===== config.mk =====
export PLATFORM = sky130hd
export DESIGN_NAME = duty_step_controller
export DESIGN_NICKNAME = d
export VERILOG_FILES = /design/src/rtl/duty_step_controller.sv
export SDC_FILE = /design/constraint.sdc
export NUM_CORES = 1
export LEC_CHECK = 0
export CORE_MARGIN = 2
export CORE_UTILIZATION = 30
export CTS_BUF_LIST = sky130_fd_sc_hd__clkbuf_16
export DETAILED_ROUTE_END_ITERATION = 10
export PLACE_DENSITY = 0.55
export SYNTH_ARGS = -nofsm -noshare
export SYNTH_HDL_FRONTEND = slang
export SYNTH_SLANG_ARGS = --single-unit

===== constraint.sdc =====
create_clock -name clk -period 4.7 [get_ports clk]
set_input_delay 0.94 -clock clk [delete_from_list [all_inputs] [get_ports clk]]
set_output_delay 0.94 -clock clk [all_outputs]
set_load 0.05 [all_outputs]

===== src/rtl/duty_step_controller.sv =====
// Push-button front end for the 4-bit PWM duty register: synchronise, debounce, auto-repeat,
// triangle sweep, and limit-aware single-cycle up/dn step pulses with a shadow duty copy.
module duty_step_controller #(
  parameter int unsigned DEBOUNCE_CYCLES = 500000,
  parameter int unsigned REPEAT_DELAY    = 25000000,
  parameter int unsigned REPEAT_RATE     = 5000000,
  parameter int unsigned SWEEP_PERIOD    = 2500000
) (
  input  logic       clk,
  input  logic       rst,
  input  logic       btn_up,
  input  logic       btn_dn,
  input  logic       sweep_en,
  output logic       up,
  output logic       dn,
  output logic [3:0] duty_shadow,
  output logic       sweep_dir
);

  localparam int unsigned DebW   = $clog2(DEBOUNCE_CYCLES + 1);
  localparam int unsigned RptMax = (REPEAT_DELAY > REPEAT_RATE) ? REPEAT_DELAY : REPEAT_RATE;
  localparam int unsigned RptW   = $clog2(RptMax);
  localparam int unsigned SwpW   = $clog2(SWEEP_PERIOD);

  localparam logic [DebW-1:0] DebLast   = DebW'(DEBOUNCE_CYCLES - 1);
  localparam logic [RptW-1:0] DelayLoad = RptW'(REPEAT_DELAY - 1);
  localparam logic [RptW-1:0] RateLoad  = RptW'(REPEAT_RATE - 1);
  localparam logic [SwpW-1:0] SwpLoad   = SwpW'(SWEEP_PERIOD - 1);

  typedef enum logic [2:0] {StIdle, StStep, StHold, StRepeat, StLock} state_e;

  // Bit 0 is the up button, bit 1 the down button throughout.
  logic [1:0]      btn_raw;
  logic [1:0]      sync1_q, sync2_q;
  logic [1:0]      deb_q, deb_d, deb_prev_q, deb_rise;
  logic [DebW-1:0] deb_cnt_q [2];
  logic [DebW-1:0] deb_cnt_d [2];

  state_e          state_q, state_d;
  logic            dir_q, dir_d;      // latched button: 0 = up, 1 = down
  logic [RptW-1:0] timer_q, timer_d;
  logic            fire;

  logic            sweep_en_q;
  logic [SwpW-1:0] sweep_cnt_q, sweep_cnt_d;
  logic            sweep_dir_q, sweep_dir_d;
  logic            sweep_step;

  logic            want_up, want_dn;
  logic            up_q, up_d, dn_q, dn_d;
  logic [3:0]      shadow_q, shadow_d;

  assign btn_raw  = {btn_dn, btn_up};
  assign deb_rise = deb_q & ~deb_prev_q;

  // Debounce: flip only after DEBOUNCE_CYCLES consecutive disagreeing cycles.
  always_comb begin
    for (int i = 0; i < 2; i++) begin
      deb_cnt_d[i] = '0;
      deb_d[i]     = deb_q[i];
      if (sync2_q[i] != deb_q[i]) begin
        if (deb_cnt_q[i] == DebLast) begin
          deb_d[i] = ~deb_q[i];
        end else begin
          deb_cnt_d[i] = deb_cnt_q[i] + DebW'(1);
        end
      end
    end
  end

  // Manual FSM; sweep mode or both buttons down parks it in StLock.
  always_comb begin
    state_d = state_q;
    dir_d   = dir_q;
    timer_d = timer_q;
    fire    = 1'b0;
    if (sweep_en || (deb_q == 2'b11)) begin
      state_d = StLock;
    end else begin
      unique case (state_q)
        StIdle: begin
          if (deb_rise[0] && !deb_q[1]) begin
            dir_d   = 1'b0;
            state_d = StStep;
          end else if (deb_rise[1] && !deb_q[0]) begin
            dir_d   = 1'b1;
            state_d = StStep;
          end
        end
        StStep: begin
          fire    = 1'b1;
          timer_d = DelayLoad;
          state_d = StHold;
        end
        StHold, StRepeat: begin
          if (!deb_q[dir_q]) begin
            state_d = StIdle;
          end else if (timer_q == '0) begin
            fire    = 1'b1;
            timer_d = RateLoad;
            state_d = StRepeat;
          end else begin
            timer_d = timer_q - RptW'(1);
          end
        end
        StLock: begin
          if (deb_q == 2'b00) state_d = StIdle;
        end
        default: state_d = StIdle;
      endcase
    end
  end

  // Sweep timer restarts on entry; direction turns around before stepping off a limit.
  always_comb begin
    sweep_cnt_d = sweep_cnt_q;
    sweep_dir_d = sweep_dir_q;
    sweep_step  = 1'b0;
    if (sweep_en) begin
      if (!sweep_en_q) begin
        sweep_cnt_d = SwpLoad;
      end else if (sweep_cnt_q == '0) begin
        sweep_step  = 1'b1;
        sweep_cnt_d = SwpLoad;
        if (sweep_dir_q && (shadow_q == 4'd15)) begin
          sweep_dir_d = 1'b0;
        end else if (!sweep_dir_q && (shadow_q == 4'd0)) begin
          sweep_dir_d = 1'b1;
        end
      end else begin
        sweep_cnt_d = sweep_cnt_q - SwpW'(1);
      end
    end
  end

  always_comb begin
    want_up  = (fire && !dir_q) || (sweep_step && sweep_dir_d);
    want_dn  = (fire && dir_q) || (sweep_step && !sweep_dir_d);
    up_d     = want_up && (shadow_q != 4'd15);
    dn_d     = want_dn && (shadow_q != 4'd0);
    shadow_d = shadow_q;
    if (up_d) begin
      shadow_d = shadow_q + 4'd1;
    end else if (dn_d) begin
      shadow_d = shadow_q - 4'd1;
    end
  end

  always_ff @(posedge clk) begin
    if (rst) begin
      sync1_q     <= '0;
      sync2_q     <= '0;
      deb_q       <= '0;
      deb_prev_q  <= '0;
      for (int i = 0; i < 2; i++) deb_cnt_q[i] <= '0;
      state_q     <= StIdle;
      dir_q       <= 1'b0;
      timer_q     <= '0;
      sweep_en_q  <= 1'b0;
      sweep_cnt_q <= '0;
      sweep_dir_q <= 1'b1;
      up_q        <= 1'b0;
      dn_q        <= 1'b0;
      shadow_q    <= 4'd1;
    end else begin
      sync1_q     <= btn_raw;
      sync2_q     <= sync1_q;
      deb_q       <= deb_d;
      deb_prev_q  <= deb_q;
      for (int i = 0; i < 2; i++) deb_cnt_q[i] <= deb_cnt_d[i];
      state_q     <= state_d;
      dir_q       <= dir_d;
      timer_q     <= timer_d;
      sweep_en_q  <= sweep_en;
      sweep_cnt_q <= sweep_cnt_d;
      sweep_dir_q <= sweep_dir_d;
      up_q        <= up_d;
      dn_q        <= dn_d;
      shadow_q    <= shadow_d;
    end
  end

  assign up          = up_q;
  assign dn          = dn_q;
  assign duty_shadow = shadow_q;
  assign sweep_dir   = sweep_dir_q;

endmodule


==> impl_results.md <==
* Power Dens Cells at 312 nW/um^2
* FFs w/ async S/R, synth at 0
* CTS tree: yes
* Final setup vio count at 0
* Critical path type: primary input to flop
* Final Hold Viols at 0
* Clk sinks at 105
* Slew Viols, Final at 0
* Via Count at 3952
* Syn_area_per_cell at 8.71 um^2
* Vias per inst at 4.92
* Initial antenna violation count at 0
* Min Tclk post-route at 3360 ps
* Design area at 5600 um^2
* Root Driver: clkbuf_16
* Met1 WL at 4.92 mm
* Crit path max fanout at 5
* Final period util at 0.714
* Largest net degree at the start of global routing at 33
* Clock tree buffer depth at 2
* Synthesis-to-finish area growth at 12.4%
* Worst-Margin Slew at 1260 ps
* Ant diodes at 0
* Crit path launch type: primary input
* Data required time at the worst endpoint at 4940 ps
* Ports at 12
* CTS buffer count at 9
* FP Rows at 47
* Drt drc at 0
* Routed wl met2 at 4.89 mm
* Number of setup buffers added after CTS at 0
* Worst Setup End Kind: flop
* Worst clock skew at 6.38 ps
* #FFs+latches synth at 105
* Critical path, cell by cell: clkdlybuf4s50_1 > a211o_1 > a211o_2 > nor2_1 > a22oi_1 > ha_1 > a21o_1 > a21oi_1 > mux2i_1 > mux2_1
* Die Width at 133 um
* Die area at 17700 um^2
* Yosys warnings at 0
* Die H at 133 um
* Hold Path Class: flop to flop
* Commonest cells after routing, fill and taps aside: 111 x nor2_1, 105 x dfxtp_1, 33 x nand2_1, 31 x xnor2_1
* Clk pin slew, worst setup/hold paths at 70 ps
* Top Layer Used: met4
* CP max stage delay at 480 ps
* Placer congestion estimate at 0.771
* GRT overflow at 0
* DP Area at 5310 um^2
* Cell variety after synth at 56
* RSZ-0062 raised after global routing: no
* Commonest non-fill, non-tap cell in the layout: nor2_1
* Layout cell share with drive strength beyond 1 at 0.0703
* Max_slew headroom at 0.151
* Final nets at 593
* First-pass detailed-route iteration total at 4
* H-tree Lvls at 3
* Peak Freq at 298 MHz
* WL met3 at 348 um
* Max cap viols at 0
* Hold-fix buffers at CTS at 0
* Netlist Area Pre-Place at 4980 um^2
* Status: finished clean
* EDFF count, synth at 0
* Post_cts resized at 0
* Initial Utilization at 0.304
* Final wirelength at 10.3 mm
* Sequential area share after synthesis at 0.422
* Static Leak at 1.88 nW
* CP max stage cell: clkdlybuf4s50_1
* Buf+Inv Stages, Crit Path at 1
* Number of port buffers at 11
* Vias in the first global route at 3891
* Clk_lat worst skew at 350 ps
* Initial drt markers at 175
* Worst path depth at 10
* DPL Wire Length at 7.06 mm
* Arrival time at the worst endpoint at 3600 ps
* Min-Delay Path Depth at 1
* Mapped Nets at 586
* WL per Instance at 12.9 um
* Core area at 16400 um^2
* Global-route wire length before repair at 18.0 mm
* Synth Instances at 572
* Setup TNS Final at 0 ps
* Crit path max-delay family: compound AO/OA/AOI/OAI gates
* Top FF cell, synth: dfxtp_1
* Remaining antenna violation count after routing at 0
* R2R cell count at 9
* Worst vdd ir at 0.000176 V
* Total track usage at 0.124
-- path summary, 6_finish.rpt --
| path | from | endpoint | slack [ps] |
|---|---|---|---|
| min reg2reg | sync1_q[1] | sync2_q[1] | 440 |
| max reg2reg | timer_q[8] | duty_shadow[3] | 1570 |
| max | sweep_en | duty_shadow[3] | 1340 |
| min | sync1_q[1] | sync2_q[1] | 440 |
-- sequential cells by signal (all words and copies together) (netlist names), 2 cells and up --
register / flops
deb_cnt_q: 38
deb_prev_q: 2
deb_q: 2
duty_shadow: 4
state_q: 3
sweep_cnt_q: 22
sync1_q: 2
sync2_q: 2
timer_q: 25
-- synth_stat cells (3+ instances only) --
cell type,number,area share
a21oi_1,30,0.030
o21ai_0,13,0.013
nor2b_1,11,0.014
nand4_1,13,0.016
ha_1,8,0.020
a22oi_1,4,0.0060
and3_1,8,0.010
dfxtp_1,105,0.42
o21a_1,6,0.0090
xor2_1,30,0.053
nor4_4,4,0.017
a41o_1,3,0.0060
o21ai_1,5,0.0050
nor4_1,17,0.021
nor3_1,18,0.018
nor4_2,5,0.013
a31oi_1,3,0.0038
o41ai_1,3,0.0053
mux2i_1,6,0.012
nand3_1,22,0.022
nand2_1,33,0.025
nor3_2,3,0.0060
inv_1,9,0.0068
a311oi_1,6,0.011
or3_1,8,0.010
xnor2_1,31,0.054
buf_2,8,0.0080
nor2_1,111,0.084
nand2b_1,9,0.011
clkbuf_1,9,0.0068
-- report_power, final --
group	leakage, nW	switching, W	internal [W]	total (W)
Combinational	0.889	0.0000458	0.0000317	0.0000774
Clock	0.142	0.000335	0.000413	0.000748
Sequential	0.851	0.0000168	0.000904	0.000920
-- kinds of logic (layout without fill, tap and decap cells) --
kind of cell,Yosys count,after routing,share of synthesized area
AO/OA/AOI/OAI,86,86,0.116
multiplexers,7,7,0.0143
flip-flops,105,105,0.422
AND/OR/NAND/NOR,276,276,0.293
buffers and inverters,28,39,0.0239
XOR/XNOR,61,61,0.107
adder cells (fa/ha/maj),9,9,0.0241
-- per-layer routing --
layer | vias up | GRT usage
li1 | 2031 | -
met5 | - | 0
met4 | 0 | 0.0514
met2 | 45 | 0.204
met3 | 11 | 0.0337
met1 | 1865 | 0.153
-- worst register-to-register path: cells and delay by family, from the launching register on --
| family | cells | cell delay [ps] |
|---|---|---|
| compound gates | 4 | 1160 |
| flops | 1 | 400 |
| fa+ha+maj | 1 | 340 |
| mux | 2 | 530 |
| simple gates | 2 | 580 |
-- stage by stage --
step                      cells   util  setup slack (ps)  power, W  hold WS [ps]
after floorplan             572      -              1570  0.000998           414
after global placement      788  0.323               953   0.00102           438
after detailed placement    788  0.323               938   0.00102           431
after CTS                   803  0.341              1320   0.00178           453
after global routing        803  0.341              1170   0.00182           467
final                       803  0.341              1340   0.00175           444
-- layout make-up --
| cell class | count | area (um^2) |
|---|---|---|
| clock buffer | 9 | 225 |
| clock inverter | 6 | 68.8 |
| fill | 1659 | 10800 |
| inverter | 9 | 33.8 |
| multi-input combinational | 439 | 2760 |
| sequential | 105 | 2100 |
| tap | 220 | 275 |
| timing repair buffer | 15 | 135 |
Power figures use the tool's default switching activity.
